**src/rtl/pattern_deadtime_if.sv**
```systemverilog
// rtl/pattern_deadtime_if.sv - pattern/status bundle between sequencer side and dead-time output stage
interface pattern_deadtime_if #(
  parameter int WIDTH = 8
);
  logic [WIDTH-1:0] pat_in;
  logic             enable;
  logic             fault;
  logic             fault_clr;
  logic [WIDTH-1:0] pat_out;
  logic             busy;
  logic             fault_latched;
  logic             illegal;

  // Sequencer / controller side: drives the request and control lines
  modport master (
    output pat_in, enable, fault, fault_clr,
    input  pat_out, busy, fault_latched, illegal
  );

  // Dead-time stage side
  modport slave (
    input  pat_in, enable, fault, fault_clr,
    output pat_out, busy, fault_latched, illegal
  );
endinterface

```
**src/rtl/pattern_deadtime.sv**
```systemverilog
// rtl/pattern_deadtime.sv - break-before-make dead-time stage with enable gating and fault kill; optional DEADTIME_PAIR_LOCK_EN
module pattern_deadtime #(
  parameter int WIDTH       = 8,
  parameter int DEAD_CYCLES = 4,
  parameter int CNT_W       = 4
) (
  input logic               clk,
  input logic               reset,
  pattern_deadtime_if.slave bus
);

  typedef enum logic [1:0] {
    S_RUN   = 2'd0,
    S_DEAD  = 2'd1,
    S_FAULT = 2'd2
  } state_t;

  localparam logic [CNT_W-1:0] DEAD_LOAD = CNT_W'(DEAD_CYCLES);
  localparam logic [CNT_W-1:0] CNT_ONE   = CNT_W'(1);

  state_t           state;
  logic [CNT_W-1:0] cnt;
  logic [WIDTH-1:0] tgt;
  logic [WIDTH-1:0] pat_q;
  logic             busy_q;
  logic             fault_q;
  logic [WIDTH-1:0] pin;
  logic [WIDTH-1:0] on_bits;

`ifdef DEADTIME_PAIR_LOCK_EN
  logic viol;
  logic illegal_q;

  // Complementary pairs requested together are dropped before any other logic sees them
  always_comb begin
    pin  = bus.pat_in;
    viol = 1'b0;
    for (int k = 0; k + 1 < WIDTH; k += 2) begin
      if (bus.pat_in[k] && bus.pat_in[k+1]) begin
        pin[k]   = 1'b0;
        pin[k+1] = 1'b0;
        viol     = 1'b1;
      end
    end
  end

  // One-clock flag for every edge on which a pair violation is sampled
  always_ff @(posedge clk) begin
    if (reset) illegal_q <= 1'b0;
    else       illegal_q <= viol;
  end

  assign bus.illegal = illegal_q;
`else
  assign pin         = bus.pat_in;
  assign bus.illegal = 1'b0;
`endif

  // Bits that would newly turn on relative to what is currently driven
  assign on_bits = pin & ~pat_q;

  // Main control FSM: fault kill, enable gating, dead-time countdown
  always_ff @(posedge clk) begin
    if (reset) begin
      state   <= S_RUN;
      cnt     <= '0;
      tgt     <= '0;
      pat_q   <= '0;
      busy_q  <= 1'b0;
      fault_q <= 1'b0;
    end else if (bus.fault) begin
      state   <= S_FAULT;
      cnt     <= '0;
      pat_q   <= '0;
      busy_q  <= 1'b0;
      fault_q <= 1'b1;
    end else if (state == S_FAULT) begin
      // Latched fault only leaves through an explicit clear with the fault gone
      if (bus.fault_clr) begin
        state   <= S_RUN;
        fault_q <= 1'b0;
      end
    end else if (!bus.enable) begin
      state  <= S_RUN;
      cnt    <= '0;
      tgt    <= '0;
      pat_q  <= '0;
      busy_q <= 1'b0;
    end else if (state == S_RUN) begin
      if (on_bits == '0 || DEAD_CYCLES == 0) begin
        pat_q <= pin;
      end else begin
        pat_q  <= pat_q & pin;
        tgt    <= pin;
        cnt    <= DEAD_LOAD;
        state  <= S_DEAD;
        busy_q <= 1'b1;
      end
    end else begin
      if (pin != tgt) begin
        // Request moved mid-countdown: drop anything no longer wanted and start over
        pat_q <= pat_q & pin;
        tgt   <= pin;
        cnt   <= DEAD_LOAD;
      end else if (cnt == CNT_ONE) begin
        pat_q  <= tgt;
        state  <= S_RUN;
        busy_q <= 1'b0;
      end else begin
        cnt <= cnt - CNT_ONE;
      end
    end
  end

  assign bus.pat_out       = pat_q;
  assign bus.busy          = busy_q;
  assign bus.fault_latched = fault_q;

endmodule

```
**src/flat_wrapper.sv**
```systemverilog
// flat-port wrapper written by rule: the top's interface ports become plain ports
module pattern_deadtime_flat 
#(
  parameter int WIDTH       = 8,
  parameter int DEAD_CYCLES = 4,
  parameter int CNT_W       = 4
)
  (clk, reset, bus_pat_in, bus_enable, bus_fault, bus_fault_clr, bus_pat_out, bus_busy, bus_fault_latched, bus_illegal);
  pattern_deadtime_if #(.WIDTH(WIDTH)) bus_i ();
  input logic clk;
  input logic reset;
  input wire logic [$bits(bus_i.pat_in)-1:0] bus_pat_in;
  input wire logic [$bits(bus_i.enable)-1:0] bus_enable;
  input wire logic [$bits(bus_i.fault)-1:0] bus_fault;
  input wire logic [$bits(bus_i.fault_clr)-1:0] bus_fault_clr;
  output wire logic [$bits(bus_i.pat_out)-1:0] bus_pat_out;
  output wire logic [$bits(bus_i.busy)-1:0] bus_busy;
  output wire logic [$bits(bus_i.fault_latched)-1:0] bus_fault_latched;
  output wire logic [$bits(bus_i.illegal)-1:0] bus_illegal;
  assign bus_i.pat_in = bus_pat_in;
  assign bus_i.enable = bus_enable;
  assign bus_i.fault = bus_fault;
  assign bus_i.fault_clr = bus_fault_clr;
  assign bus_pat_out = bus_i.pat_out;
  assign bus_busy = bus_i.busy;
  assign bus_fault_latched = bus_i.fault_latched;
  assign bus_illegal = bus_i.illegal;
  pattern_deadtime #(.WIDTH(WIDTH), .DEAD_CYCLES(DEAD_CYCLES), .CNT_W(CNT_W)) u_core (.clk(clk), .reset(reset), .bus(bus_i));
endmodule
```
**config.mk**
```make
export PLATFORM = sky130hd
export DESIGN_NAME = pattern_deadtime_flat
export DESIGN_NICKNAME = d
export VERILOG_FILES = /design/src/rtl/pattern_deadtime_if.sv /design/src/rtl/pattern_deadtime.sv /design/src/flat_wrapper.sv
export SDC_FILE = /design/constraint.sdc
export NUM_CORES = 1
export LEC_CHECK = 0
export CORE_UTILIZATION = 52
export DETAILED_ROUTE_END_ITERATION = 8
export HOLD_SLACK_MARGIN = 0.08
export PLACE_DENSITY = 0.78
export SETUP_SLACK_MARGIN = 0.4
export SLEW_MARGIN = 20
export SYNTH_ARGS = -nofsm -noshare
export SYNTH_HDL_FRONTEND = slang
export SYNTH_SLANG_ARGS = --single-unit
export TNS_END_PERCENT = 10
```
**constraint.sdc**
```tcl
create_clock -name clk -period 2.3 [get_ports clk]
set_input_delay 0.69 -clock clk [delete_from_list [all_inputs] [get_ports clk]]
set_output_delay 0.69 -clock clk [all_outputs]
set_load 0.01 [all_outputs]
```
* Yosys cells after proc, flatten, opt, wreduce, memory -nomap -nowiden
Index checks and enable logic that the tools add are counted.
W data, S select, Z words.
** Storage, ports and cells
- Logic and storage cells :: 72
- Input bits :: 13
- Output and inout port bits :: 11
- Register bits :: 24
** Operators by class
- Bitwise gates (word level) :: 5
- Multiplexer cells :: 30
- Reductions and logical operators :: 12
- Eq/ne operators :: 17
- $add $sub $neg :: 1
** Operators by type and width (number)
- $mux W8 :: 9
- $mux W4 :: 5
- $and A8 B8 Y8 :: 2
- $mux W2 :: 8
- $reduce_and A4 Y1 :: 4
- $logic_not A8 Y1 :: 1
- $mux W1 :: 8
- $ne A4 B1 Y1 const B :: 2
- $ne A4 B2 Y1 const B :: 2
- $ne A8 B8 Y1 :: 1
- $not A8 Y8 :: 1
- $ne A3 B1 Y1 const B :: 2
- $ne A3 B3 Y1 const B :: 2
- $ne A5 B1 Y1 const B :: 1
- $ne A5 B3 Y1 const B :: 1
- $ne A5 B4 Y1 const B :: 1
- $eq A4 B1 Y1 const B :: 1
- $ne A4 B3 Y1 const B :: 1
- $reduce_and A2 Y1 :: 2
- $reduce_bool A2 Y1 :: 2
- $sub A4 B1 Y4 const B :: 1
- $ne A3 B2 Y1 const B :: 1
- $reduce_and A3 Y1 :: 1
- $eq A2 B2 Y1 const B :: 1
- 4 further kinds :: 5

* Longest topological paths before layout
Gate-level depths: netlist of run 1.
- Word-level depth :: 8
- Mapped depth :: 7

* Least setup slack after synthesis of run 1
Ideal clock, no wire load.
- Path type :: input to register
- Start point :: in bus_pat_in[5]
- End point :: reg u_core.tgt[0]
- Path slack :: 0.190 ns
- Arrival time :: 2.025 ns
- Stages :: 6
- Setup time :: 0.085 ns
- Cells stage by stage :: xnor2_1 -> and4_1 -> and4_1 -> clkbuf_1 -> or4_1 -> o31ai_2
** Between the ends
- Cells in the longest elaborated chain, start to end :: 4
- Elaborated cells on any way between the ends :: 6
- Classes of those cells :: eq/ne (3); bitwise (1); reduce/logical (2)
** RTL lines
- from (decl) :: RTL line flat_wrapper.sv:12 : input wire logic [$bits(bus_i.pat_in)-1:0] bus_pat_in;
- $and A8 B8 Y8 :: RTL line pattern_deadtime.sv:60 : assign on_bits = pin & ~pat_q;
- $logic_not A8 Y1 :: RTL line pattern_deadtime.sv:90 : if (on_bits == '0 || DEAD_CYCLES == 0) begin
- $ne A3 B3 Y1 (no line)
- $reduce_and A4 Y1 (no line) (*)
- to (signal assigned) :: RTL line pattern_deadtime.sv:94 : tgt <= pin;
- to (signal assigned) :: RTL line pattern_deadtime.sv:103 : tgt <= pin;
- to (decl) :: RTL line pattern_deadtime.sv:23 : logic [WIDTH-1:0] tgt;
Every way passes the cells marked *; elsewhere a longest branch is shown, timed or not.
A chain may end at the register's enable or synchronous reset.

* Worst setup path in the final report of run 1
- Start point :: in bus_pat_in[1]
- End point :: reg u_core.pat_q[3] (netlist: u_core.bus.pat_out[3])
** Between the ends
- Cells in the longest elaborated chain, start to end :: 5
- Elaborated cells on any way between the ends :: 9
- Classes of those cells :: eq/ne (2); mux (4); bitwise (1); reduce/logical (2)
** RTL lines
- $and A8 B8 Y8 :: RTL line pattern_deadtime.sv:60
- $logic_not A8 Y1 :: RTL line pattern_deadtime.sv:90
- $mux W8 :: RTL line pattern_deadtime.sv:90
- $mux W8 :: RTL line pattern_deadtime.sv:89 : end else if (state == S_RUN) begin
- $mux W8 :: RTL line pattern_deadtime.sv:83 : end else if (!bus.enable) begin
- to (signal assigned) :: RTL line pattern_deadtime.sv:91 : pat_q <= pin;
- to (signal assigned) :: RTL line pattern_deadtime.sv:93 : pat_q <= pat_q & pin;
- to (signal assigned) :: RTL line pattern_deadtime.sv:102 : pat_q <= pat_q & pin;
- to (decl) :: RTL line pattern_deadtime.sv:24 : logic [WIDTH-1:0] pat_q;
Several ways; a longest one is shown, not always the timed one.

==> out/qor.yml, run 1 <==
layout:
  fillCellCount: 122
  layout-drive-gt1-share: 0.436
  antenna_cells: 0
  nets: 236
  final_area_mm2: 0.00223
  fin_cells: 250
  postLayoutCoreUtil: 0.876
  areaGrowthSynthToFinish_pct: 54.3
global_route:
  grt_first_pass_wirelength_um: 7110
  antenna_found_initial: 0
  grt_overflow: 0
  grt_max_degree: 17
  grt_usage: 0.343
  first_global_vias: 1498
route:
  routedWlPerCell_um: 20.7
  drtPass1Iterations: 4
  drtIter0Drc: 97
  vias: 1635
  routed_wl_um: 5160
  drc: 0
  postRouteAntennaNets: 0
  drt-vias-per-instance: 6.54
pwr:
  p_per_area_mw_per_mm2: 405
  peakVddDrop_v: 0.000422
  p_leak_nw: 0.840
  finalPower_mw: 0.902
cts:
  clock_latency_ns: 0.32
  cts_tree: "yes"
  htree_num_levels: 1
  cts_sinks: 24
  cts.clk_slew.worst_paths_ns: 0.14
  cts_root_buf: "clkbuf_4"
  cts_hold_buf: 0
  ctsLongestPathBuffers: 2
  cts-buffers-inserted: 3
synthesis:
  seq_area_frac_synth: 0.333
  synth_top_flop_cell: "dfxtp_1"
  async_flop_share: 0
  synth_top_cell_area_share: 0.333
  syn-mean-instance-area_um2: 8.70
  ys.warnings.count: 0
  synth_compound_gate_area_share: 0.275
  syn-num-nets: 181
  synth_edf_count: 0
  synthSimpleGateAreaFrac: 0.241
  synth_cell_types: 42
  syn_inst: 166
  syn_area_mm2: 0.00144
  synthMuxAreaShare: 0
  synth.top_cells.by_area: "dfxtp_1 33%, o31ai_2 7.8%, inv_1 5.5%"
  ys_ff_latch: 24
  synth_fa_ha_area_frac: 0.0173
  synth_top_family_by_area: "compound AO/OA/AOI/OAI gates"
  synth_xor_area_frac: 0.0485
  synth_top_area_cell: "dfxtp_1"
placement:
  place_ws_ns: -0.354
  portBuffers: 22
  hpwl_um: 2890
  gp_congestion: 0.857
  postPlaceCellArea_mm2: 0.00190
  place_inst: 236
worst_setup_path:
  cp.required_ns: 2.51
  end_kind: "flip-flop"
  worst-r2r-cell-count: 7
  slowest_stage: "a32oi_1"
  rr_startpoint: "u_core.state[1]"
  r2r-end: "u_core.tgt[7]"
  critPathKind: "input port to flip-flop"
  worst_ep_arrival_time_ns: 2.20
  critPathLaunchType: "input port"
  path_delay_family: "buffers and inverters"
  crit_path_max_incr_delay_ns: 0.29
  critPathMaxFanout: 8
  startpoint: "bus_pat_in[1]"
  crit_path_cell_trace: "buf_6 > buf_4 > xnor2_2 > and4_1 > buf_4 > nand3_2 > buf_6 > a32oi_1 > o22ai_1"
  path_buf_inv: 4
  reg2reg_slack_ns: 0.37
min_path:
  min_path_cells: 2
  holdPathEnd: "u_core.bus.busy"
  hp-class: "flip-flop to flip-flop"
  worstHoldStart: "u_core.bus.busy"
timing:
  maxSlewHeadroom: 0.460
  layout_min_cycle_time_ns: 1.99
  rsz0062_at_grt: "yes"
  finalMaxSlewViolations: 0
  skew_ns: 0.0160
  fin_ws_ns: 0.315
  timing.final.crit_share: 0.863
  finalHoldViolCount: 0
  setup_viol: 0
  fmax_mhz: 504
  tightest_slew_ns: 0.807
die:
  rows: 18
  die_y_um: 54.7
  die_w_um: 54.7
  initial_core_util: 0.567
  io_pins: 24
  core_area_mm2: 0.00254
  die_area_mm2: 0.00299
outcome:
  status: "finished, final reports clean"
flow_run:
  cap_violations: 0
## state kept, by name, summed over array words and instances, names as in the netlist
signal / cells
u_core.bus.busy: 1
u_core.bus.fault_latched: 1
u_core.bus.pat_out: 8
u_core.cnt: 4
u_core.state: 2
u_core.tgt: 8
## how the worst max path moves through the flow
stage / slack [ns] / end / depth (start not counted)
global placement: -0.30 / u_core.cnt[2] / 7
finish: 0.31 / u_core.bus.pat_out[3] / 9
floorplan: 0.25 / u_core.cnt[2] / 5
CTS: 0.33 / u_core.bus.pat_out[7] / 6
global route: 0.29 / u_core.tgt[3] / 8
detailed placement: -0.35 / u_core.cnt[1] / 7
## tightest hold or removal path, cell delays in order, from the launching register on
cell,delay (ns)
dfxtp_1,0.33
o21ai_0,0.07
a21oi_1,0.06
## per-stage QoR
stage                     hold slack [ns]  TNS (ns)
after global placement              0.454     -4.90
final                               0.497         0
after CTS                           0.487         0
after detailed placement            0.469     -5.68
after global routing                0.512         0
after floorplan                     0.462         0
## cells in the mapped netlist (all sizes together), types with 2 or more instances
library cell,number
buf,3
or4,10
a2111o,2
a32oi,8
nand3,3
o31ai,11
a21oi,5
nand3b,2
ha,2
and4,3
nor3,2
inv,21
nand2,12
nand4,6
nor4,2
nor2b,4
dfxtp,24
or2,2
nor2,6
xnor2,8
clkbuf,5
o22ai,8
o21ai,4
## kinds of logic after synthesis
family                     count (synthesis)
adders and majority gates                  2
DFF                                       24
and+or+nand+nor                           57
buffers and inverters                     29
other                                      1
xor gates and xnor gates                   8
AOI/OAI and AO/OA                         45
## placed cells by master, fill, tap and decap left out, types with 3 or more instances in the layout
cell	n
inv_1	19
nor2_1	4
clkbuf_4	3
nand2_1	12
o21ai_0	4
o22ai_1	8
dfxtp_1	21
nand4_1	6
o31ai_2	7
or4_4	9
a32oi_1	8
xnor2_2	6
a21oi_1	4
buf_6	11
buf_2	3
clkdlybuf4s50_1	10
buf_4	26
nor2b_4	3
## report_power, final
part           switching, mW  internal, mW
registers             0.0108         0.425
logic                  0.120         0.122
clock network          0.126        0.0968
## layout make-up
class                   instances  area (um2)  share of cell area
well taps                      30        37.5              0.0168
multi-input cells             113        1050               0.470
flip-flops and latches         24         487               0.218
inverters                      21        78.8              0.0354
repair buffers                 58         542               0.243
clock buffers                   4        36.3              0.0163
## routing by layer
layer,vias up,global-route usage,share of wire
li1,730,-,-
met1,787,0.398,0.39
met2,99,0.580,0.49
met3,19,0.0833,0.082
met4,0,0.167,0.039
met5,-,0,0
## repair_timing
item | CTS | global route
setup buffers | 8 | 1
cloned | 1 | 0
endpoints found under the hold margin | 0 | 0
endpoints found under the setup margin | 30 | 32
gates resized for setup | 63 | 26
pin swaps | 15 | 11
(Power assumes the default switching activity.)
==> run 2, diff against run 1 <==
==> constraint.sdc (replaced) <==
create_clock -name clk -period 2.25 [get_ports clk]
set_input_delay 0.675 -clock clk [delete_from_list [all_inputs] [get_ports clk]]
set_output_delay 0.675 -clock clk [all_outputs]
set_load 0.01 [all_outputs]
==> run 2 against run 1 <==
Compared with the run above: register-to-register slack worse by 0.07 ns; via count is 4.1% lower; non-clock buffer count increased by 1; combinational power decreased by 3%; clock skew decreased by 0.0070 ns; critical path type unchanged; largest cell class unchanged; global-route usage unchanged; worst setup slack got worse by 0.045 ns; critical endpoint is now u_core.cnt[3]; wire length decreased by 7.8%.
==> out/qor.yml, run 2 (same netlist as run 1, synthesis figures left out) <==
outcome:
  status: "finished, final reports clean"
layout:
  layout_common_cells: "31 x buf_4, 19 x inv_1, 19 x dfxtp_1"
  final_common_cell: "buf_4"
  fin_cells: 251
  layout-drive-gt1-share: 0.434
  final_area_mm2: 0.00219
  fillCellCount: 132
  nets: 237
  areaGrowthSynthToFinish_pct: 51.5
  postLayoutCoreUtil: 0.859
  antenna_cells: 0
die:
  io_pins: 24
  die_area_mm2: 0.00299
  die_y_um: 54.7
  die_w_um: 54.7
  rows: 18
  initial_core_util: 0.567
  core_area_mm2: 0.00254
timing:
  layout_min_cycle_time_ns: 1.98
  finalHoldViolCount: 0
  tightest_slew_ns: 0.815
  skew_ns: 0.00901
  finalMaxSlewViolations: 0
  maxSlewHeadroom: 0.454
  fin_ws_ns: 0.270
  timing.final.crit_share: 0.880
  fmax_mhz: 505
  rsz0062_at_grt: "yes"
  timing.hold.ws_ns: 0.494
  setup-tns-final_ns: 0
  setup_viol: 0
placement:
  portBuffers: 22
  hpwl_um: 2890
  place_ws_ns: -0.389
  place_inst: 236
  postPlaceCellArea_mm2: 0.00190
  gp_congestion: 0.857
cts:
  clock_latency_ns: 0.32
  cts.clk_slew.worst_paths_ns: 0.13
  cts_tree: "yes"
  cts_root_buf: "clkbuf_4"
  cts_sinks: 24
  cts_hold_buf: 0
  cts-buffers-inserted: 3
  ctsLongestPathBuffers: 2
  htree_num_levels: 1
worst_setup_path:
  critPathLaunchType: "input port"
  critPathKind: "input port to flip-flop"
  critPathMaxFanout: 3
  r2r-end: "u_core.cnt[3]"
  worst_ep_arrival_time_ns: 2.19
  worst-r2r-cell-count: 7
  end_kind: "flip-flop"
  rr_startpoint: "u_core.state[0]"
  cp.required_ns: 2.46
  reg2reg_slack_ns: 0.30
route:
  drt-vias-per-instance: 6.25
  vias: 1568
  routedWlPerCell_um: 19.0
  routed_wl_um: 4760
  drtIter0Drc: 61
  drc: 0
  postRouteAntennaNets: 0
  drtPass1Iterations: 4
global_route:
  first_global_vias: 1498
  grt_max_degree: 17
  grt_usage: 0.343
  grt_first_pass_wirelength_um: 7110
  grt_overflow: 0
  antenna_found_initial: 0
pwr:
  switching_power_mw: 0.257
  clkPwrFrac: 0.254
  swShare: 0.282
  p_leak_nw: 0.836
  seqPwrFrac: 0.488
  finalPower_mw: 0.913
  p_per_area_mw_per_mm2: 418
  peakVddDrop_v: 0.000396
  p_int_mw: 0.656
  p_comb_frac: 0.259
min_path:
  worstHoldStart: "u_core.bus.busy"
  holdPathEnd: "u_core.bus.busy"
  min_path_cells: 2
  hp-class: "flip-flop to flip-flop"
flow_run:
  cap_violations: 0
## run 2: how the worst max path moves through the flow
| stage | cells past startpoint | end | slack (ns) | start |
|---|---|---|---|---|
| after CTS | 6 | u_core.bus.pat_out[7] | 0.29 | reset |
| final | 8 | u_core.cnt[3] | 0.27 | bus_pat_in[6] |
| after detailed placement | 7 | u_core.cnt[1] | -0.39 | bus_pat_in[4] |
| after floorplan | 5 | u_core.cnt[2] | 0.22 | bus_pat_in[0] |
| after global placement | 7 | u_core.cnt[2] | -0.33 | bus_pat_in[0] |
| after global routing | 8 | u_core.bus.pat_out[3] | 0.25 | bus_pat_in[5] |
## run 2: per-layer routing
| metal | GRT usage | part of all wire | up-vias |
|---|---|---|---|
| met5 | 0 | 0 | - |
| met4 | 0.167 | 0.038 | 0 |
| met3 | 0.0833 | 0.074 | 19 |
| met2 | 0.580 | 0.50 | 87 |
| met1 | 0.398 | 0.39 | 728 |
| li1 | - | - | 734 |
## run 2: cell type report
type	count	area, um2	share of cell area
Multi-Input combinational cell	113	1000	0.458
Timing Repair Buffer	59	543	0.248
Sequential cell	24	489	0.224
Inverter	21	78.8	0.0360
Tap cell	30	37.5	0.0172
Clock buffer	4	36.3	0.0166
## run 2: power groups by stage
stage          sequential [mW]  clock, mW  combinational, mW
2_1_floorplan            0.453          0              0.102
3_3_place_gp             0.453          0              0.180
3_5_place_dp             0.454          0              0.183
4_1_cts                  0.444      0.230              0.211
5_1_grt                  0.447      0.252              0.250
6_report                 0.445      0.232              0.236
## run 2: worst max-delay path, stage by stage
cell      delay, ns
buf_8          0.10
nor2b_4        0.11
a2111o_1       0.45
buf_6          0.15
buf_4          0.12
o31a_1         0.34
nand4_1        0.12
o211ai_1       0.10
## run 2: what timing repair did
| item | 4_1_cts | 5_1_grt |
|---|---|---|
| gates cloned | 1 | 0 |
| gates resized for setup | 64 | 17 |
| endpoints found under the setup margin | 33 | 32 |
| buffers inserted | 8 | 2 |
| pin swaps | 15 | 8 |
